--- config.mk ---
export PLATFORM = sky130hd
export DESIGN_NAME = dma_image_stream_reader
export DESIGN_NICKNAME = d
export VERILOG_FILES = /design/src/rtl/dma_image_stream_reader.sv
export SDC_FILE = /design/constraint.sdc
export NUM_CORES = 1
export LEC_CHECK = 0
export CAP_MARGIN = 15
export CORE_MARGIN = 5
export CORE_UTILIZATION = 54
export DETAILED_ROUTE_END_ITERATION = 10
export HOLD_SLACK_MARGIN = 0.06
export PLACE_DENSITY = 0.88
export SETUP_SLACK_MARGIN = 0.5
export SLEW_MARGIN = 20
export SYNTH_ARGS = -nofsm -noshare
export SYNTH_HDL_FRONTEND = slang
export SYNTH_SLANG_ARGS = --single-unit
--- constraint.sdc ---
create_clock -name clk -period 6.76 [get_ports clk]
set_input_delay 1.352 -clock clk [delete_from_list [all_inputs] [get_ports clk]]
set_output_delay 1.352 -clock clk [all_outputs]
set_load 0.005 [all_outputs]
--- src/rtl/dma_image_stream_reader.sv ---
// dma_image_stream_reader: DMA read engine streaming a CH x H x W image through a credit-limited response FIFO; DMA_IMG_INTERLEAVE_EN adds pixel-interleaved order
module dma_image_stream_reader #(
  parameter int DATA_W = 8,
  parameter int ADDR_W = 32,
  parameter int IMG_H = 32,
  parameter int IMG_W = 32,
  parameter int NUM_CH = 3,
  parameter int FIFO_DEPTH = 8,
  localparam int TOTAL = IMG_H * IMG_W * NUM_CH,
  localparam int CNT_W = $clog2(TOTAL + 1),
  localparam int CH_W = NUM_CH > 1 ? $clog2(NUM_CH) : 1
) (
  input  logic              clk,
  input  logic              rst,
  input  logic              start,
  input  logic [ADDR_W-1:0] base_addr,
  input  logic [ADDR_W-1:0] plane_stride,
`ifdef DMA_IMG_INTERLEAVE_EN
  input  logic              interleave,
`endif
  output logic              busy,
  output logic              done,
  output logic              mem_req_valid,
  input  logic              mem_req_ready,
  output logic [ADDR_W-1:0] mem_req_addr,
  input  logic              mem_resp_valid,
  input  logic [DATA_W-1:0] mem_resp_rdata,
  output logic              m_valid,
  input  logic              m_ready,
  output logic [DATA_W-1:0] m_data,
  output logic [CH_W-1:0]   m_ch,
  output logic              m_last
);
  localparam int PIX = IMG_H * IMG_W;
  localparam int PW = $clog2(FIFO_DEPTH);
  localparam int OW = $clog2(FIFO_DEPTH + 1);
  localparam logic [CNT_W-1:0] LAST = CNT_W'(TOTAL - 1);
  localparam logic [CNT_W-1:0] PLAST = CNT_W'(PIX - 1);
  localparam logic [CH_W-1:0] CLAST = CH_W'(NUM_CH - 1);
  typedef enum logic [1:0] {IDLE, FETCH, DRAIN, DONE} state_t;
  state_t state, state_nxt;
  logic [ADDR_W-1:0] base_q, stride_q, plane_q;
  logic il;
  logic [CNT_W-1:0] req_cnt, req_p, out_cnt, out_p;
  logic [CH_W-1:0] req_c, out_c;
  logic [OW-1:0] outst, fcount;
  logic [PW-1:0] wr_ptr, rd_ptr;
  logic [DATA_W-1:0] mem [FIFO_DEPTH];
  logic accept, fire, push, pop, last_pop;
  // outstanding + buffered never exceeds the FIFO, so a response always has a slot
  assign mem_req_valid = (state == FETCH) & (({1'b0, outst} + {1'b0, fcount}) < (OW+1)'(FIFO_DEPTH));
  assign accept = (state == IDLE) & start;
  assign fire = mem_req_valid & mem_req_ready;
  assign push = mem_resp_valid & (outst != '0);
  assign m_valid = fcount != '0;
  assign pop = m_valid & m_ready;
  assign last_pop = pop & (out_cnt == LAST);
  assign m_data = m_valid ? mem[rd_ptr] : '0;
  assign m_ch = out_c;
  assign m_last = m_valid & (out_cnt == LAST);
  assign mem_req_addr = plane_q + ADDR_W'(req_p);
  assign busy = (state == FETCH) | (state == DRAIN);
  assign done = state == DONE;
  always_comb begin
    state_nxt = state;
    case (state)
      IDLE:    state_nxt = start ? FETCH : IDLE;
      FETCH:   state_nxt = (fire && req_cnt == LAST) ? DRAIN : FETCH;
      DRAIN:   state_nxt = last_pop ? DONE : DRAIN;
      default: state_nxt = IDLE;
    endcase
  end
  always_ff @(posedge clk or posedge rst)
    if (rst) state <= IDLE;
    else state <= state_nxt;
  // plane_q holds base + c*stride, advanced by one stride per channel step
  always_ff @(posedge clk or posedge rst)
    if (rst) begin
      base_q <= '0;
      stride_q <= '0;
      plane_q <= '0;
      il <= 1'b0;
      req_cnt <= '0;
      req_p <= '0;
      req_c <= '0;
    end else if (accept) begin
      base_q <= base_addr;
      stride_q <= plane_stride;
      plane_q <= base_addr;
`ifdef DMA_IMG_INTERLEAVE_EN
      il <= interleave;
`else
      il <= 1'b0;
`endif
      req_cnt <= '0;
      req_p <= '0;
      req_c <= '0;
    end else if (fire) begin
      req_cnt <= req_cnt + CNT_W'(1);
      if (il) begin
        req_c <= req_c == CLAST ? '0 : req_c + CH_W'(1);
        plane_q <= req_c == CLAST ? base_q : plane_q + stride_q;
        if (req_c == CLAST) req_p <= req_p + CNT_W'(1);
      end else begin
        req_p <= req_p == PLAST ? '0 : req_p + CNT_W'(1);
        if (req_p == PLAST) begin
          req_c <= req_c == CLAST ? '0 : req_c + CH_W'(1);
          plane_q <= plane_q + stride_q;
        end
      end
    end
  always_ff @(posedge clk or posedge rst)
    if (rst) outst <= '0;
    else outst <= outst + OW'(fire) - OW'(push);
  always_ff @(posedge clk or posedge rst)
    if (rst) begin
      wr_ptr <= '0;
      rd_ptr <= '0;
      fcount <= '0;
    end else begin
      if (push) wr_ptr <= wr_ptr + PW'(1);
      if (pop) rd_ptr <= rd_ptr + PW'(1);
      fcount <= fcount + OW'(push) - OW'(pop);
    end
  always_ff @(posedge clk)
    if (push) mem[wr_ptr] <= mem_resp_rdata;
  always_ff @(posedge clk or posedge rst)
    if (rst) begin
      out_cnt <= '0;
      out_p <= '0;
      out_c <= '0;
    end else if (accept) begin
      out_cnt <= '0;
      out_p <= '0;
      out_c <= '0;
    end else if (pop) begin
      out_cnt <= out_cnt + CNT_W'(1);
      if (il) out_c <= out_c == CLAST ? '0 : out_c + CH_W'(1);
      else begin
        out_p <= out_p == PLAST ? '0 : out_p + CNT_W'(1);
        if (out_p == PLAST) out_c <= out_c == CLAST ? '0 : out_c + CH_W'(1);
      end
    end
endmodule

==> results.tsv <==
stage	metric	value	unit
synth	yosysSeqAreaShare	48.3	%
synth	synth_area	10700	µm²
layout	nFillCells	1456	
placement	dp_hpwl	18800	µm
sta	finalSetupViolCount	0	
floorplan	dieHeight	151	µm
layout	final_cells	1460	
placement	gp_routability_congestion	0.964	
clocking	cts_setup_buffers	0	
global_routing	grt_pass1_vias	8823	
setup_path	start_kind	flip-flop	
clocking	ctsResizeCount	0	
sta	min_period	5050	ps
synth	syn-instance-count	1061	
setup_path	reg2reg_from	outst[3]	
floorplan	dieArea	22800	µm²
synth	synth_edf_count	64	
sta	final_max_slew_viol_count	0	
setup_path	criticalPathCategory	flip-flop to output port	
routing	ant_nets	0	
placement	dp_slack	2230	ps
layout	fin_util	66.1	%
clocking	hold_buffers	0	
clocking	clkSinkCount	194	
placement	dpl_cell_area	12300	µm²
power_and_ir_drop	combPwrFrac	21.1	%
floorplan	dieWidth	151	µm
synth	yosys.area.top_type	dfrtp_1	
sta	setup_tns	0	ps
global_routing	antenna_found_initial	2	
layout	stdcell_area	12900	µm²
setup_path	crit_path_start	req_p[0]	
floorplan	ios	125	
sta	tightest_slew	873	ps
sta	timing.hold.ws	490	ps
power_and_ir_drop	finalPower	3.28	mW
routing	drt-pass1-iter-count	5	
placement	dpl.cell_count	1427	
run_status	status	finished, final reports clean	
placement	port_buffers	124	
setup_path	cp_data_required_time	5410	ps
power_and_ir_drop	vdd_drop_max	0.184	mV
global_routing	grt_pass1_wl	44000	µm
worst_hold_path	min_from	stride_q[19]	
synth	synth_cell_types	59	
power_and_ir_drop	p_sw	1.02	mW
clocking	clkTransAtPathRegs	90	ps
clocking	cts_root_buf	clkbuf_16	
synth	synth_top_area_share	30.4	%
routing	viasPerCell	5.91	
global_routing	grt_use_total	24.4	%
power_and_ir_drop	power_density	254	nW/µm²
sta	finalWorstSetupSlack	1710	ps
power_and_ir_drop	p_seq_share	46.2	%
routing	drt-total-wl	26900	µm
sta	hold_viol_final	0	
worst_hold_path	hold_class	flip-flop to flip-flop	
power_and_ir_drop	switching_share	31.0	%
sta	fmax	198	MHz
routing	route.vias.total	8632	
clocking	cts_max_level	4	
setup_path	cp_max_fo	6	
sta	fin_worst_skew	12.8	ps
synth	ys.flop_type	dfrtp_1	
run	maxCapViolations	0	
sta	post-route-period-util	74.7	%
layout	layout.nets	1329	
synth	async_flop_share	67.0	%
global_routing	grt_max_degree	80	
routing	drt_first_iter_violations	694	
floorplan	core-area	19500	µm²
global_routing	grt_overflow	0	
synth	synth-seq-cells	194	
clocking	clock_latency	440	ps
synth	netlist_top_cells_area	dfrtp_1, edfxtp_1, ha_1	
sta	rsz0062_at_grt	no	
power_and_ir_drop	intPower	2.26	mW
synth	synth_common_cells	nand2_1, dfrtp_1, a21oi_1	
clocking	ctsLongestPathBuffers	2	
clocking	cts_buffers	17	
synth	synthesis.nets	1209	
floorplan	rows	51	
routing	drc	0	
layout	synthToLayoutAreaGrowth	20.4	%
synth	syn_avg_cell_area	10.1	µm²
power_and_ir_drop	p_leak	5.69	nW
routing	wire_per_inst	18.4	µm
power_and_ir_drop	pwr-share-clk	32.7	%
synth	ys_warn_count	0	
setup_path	endpoint_kind	output port	
clocking	tritoncts	built	
synth	yosysMostFrequentCell	nand2_1	
floorplan	start_util	54.9	%
setup_path	arrival	3700	ps
sta	slew_headroom	41.8	%
layout	drive_above_1_share	6.62	%
kinds of logic (layout without fill, tap and decap cells):
kind of cell | count (synthesis) | in the layout | share of synthesized area, %
buffers and inverters | 73 | 206 | 2.58
AOI/OAI and AO/OA | 226 | 226 | 13.0
and+or+nand+nor | 378 | 378 | 15.6
xor gates and xnor gates | 90 | 90 | 7.35
other | 0 | 1 | 0
adders and majority gates | 70 | 70 | 8.45
muxes | 30 | 30 | 4.70
DFF | 194 | 194 | 48.3
worst max-delay path, stage by stage (launching register included):
cell and delay (ps):
dfrtp_1 440, ha_1 240, fa_1 400, a21oi_1 150, o21bai_1 100, a21oi_1 240
o21a_1 160, o21ai_0 120, a21o_1 250, a21oi_1 340, nand3b_1 180, xnor2_1 130
clkdlybuf4s50_1 520
placed cells by master (no fill, tap or decap), types with 17 or more instances in the layout:
cell,netlist,layout
nor2_1,74,74
a21oi_1,79,79
nand2_1,197,196
edfxtp_1,64,64
nand3_1,22,22
clkdlybuf4s50_1,0,124
inv_1,39,38
clkbuf_16,0,17
ha_1,66,66
nand4_1,17,17
xnor2_1,46,46
dfrtp_1,130,129
o21ai_0,61,60
xor2_1,44,44
registers in the layout, indices dropped and copies added, names as in the netlist:
signal	count
plane_q	32
req_cnt	12
fcount	4
out_cnt	12
rd_ptr	3
req_p	12
wr_ptr	3
stride_q	32
mem	64
out_p	12
state	2
outst	4
m_ch	2
power by group through the flow:
stage	combinational, mW	sequential, mW	clock (mW)
2_1_floorplan	0.495	1.44	0
3_3_place_gp	0.644	1.52	0
3_5_place_dp	0.688	1.54	0
4_1_cts	0.701	1.51	1.08
5_1_grt	0.769	1.54	1.13
6_report	0.693	1.52	1.07
metal layers:
layer | global-route usage, % | vias up | part of all wire (%)
li1 | - | 4011 | -
met1 | 31.9 | 4166 | 40
met2 | 40.0 | 389 | 49
met3 | 6.25 | 64 | 8.3
met4 | 8.02 | 2 | 2.4
met5 | 0 | - | 0.048
worst paths after layout:
check                              endpoint  slack [ps]  depth (start not counted)
min in group asynchronous       stride_q[2]        1390                          2
max in group asynchronous      stride_q[15]        3970                          3
min                            stride_q[19]         490                          2
max                        mem_req_addr[16]        1710                         12
min reg2reg                    stride_q[19]         490                          2
max reg2reg                     plane_q[31]        3270                         11
layout make-up:
class / instances / area (µm²) / share of cell area (%)
clock buffers: 17 / 425 / 3.30
repair buffers: 135 / 1320 / 10.3
inverters: 39 / 149 / 1.15
clock inverters: 15 / 219 / 1.70
well taps: 265 / 332 / 2.57
flip-flops and latches: 194 / 5180 / 40.1
diodes: 1 / 2.50 / 0.0194
multi-input cells: 794 / 5280 / 40.9
Power figures use the tool's default switching activity.
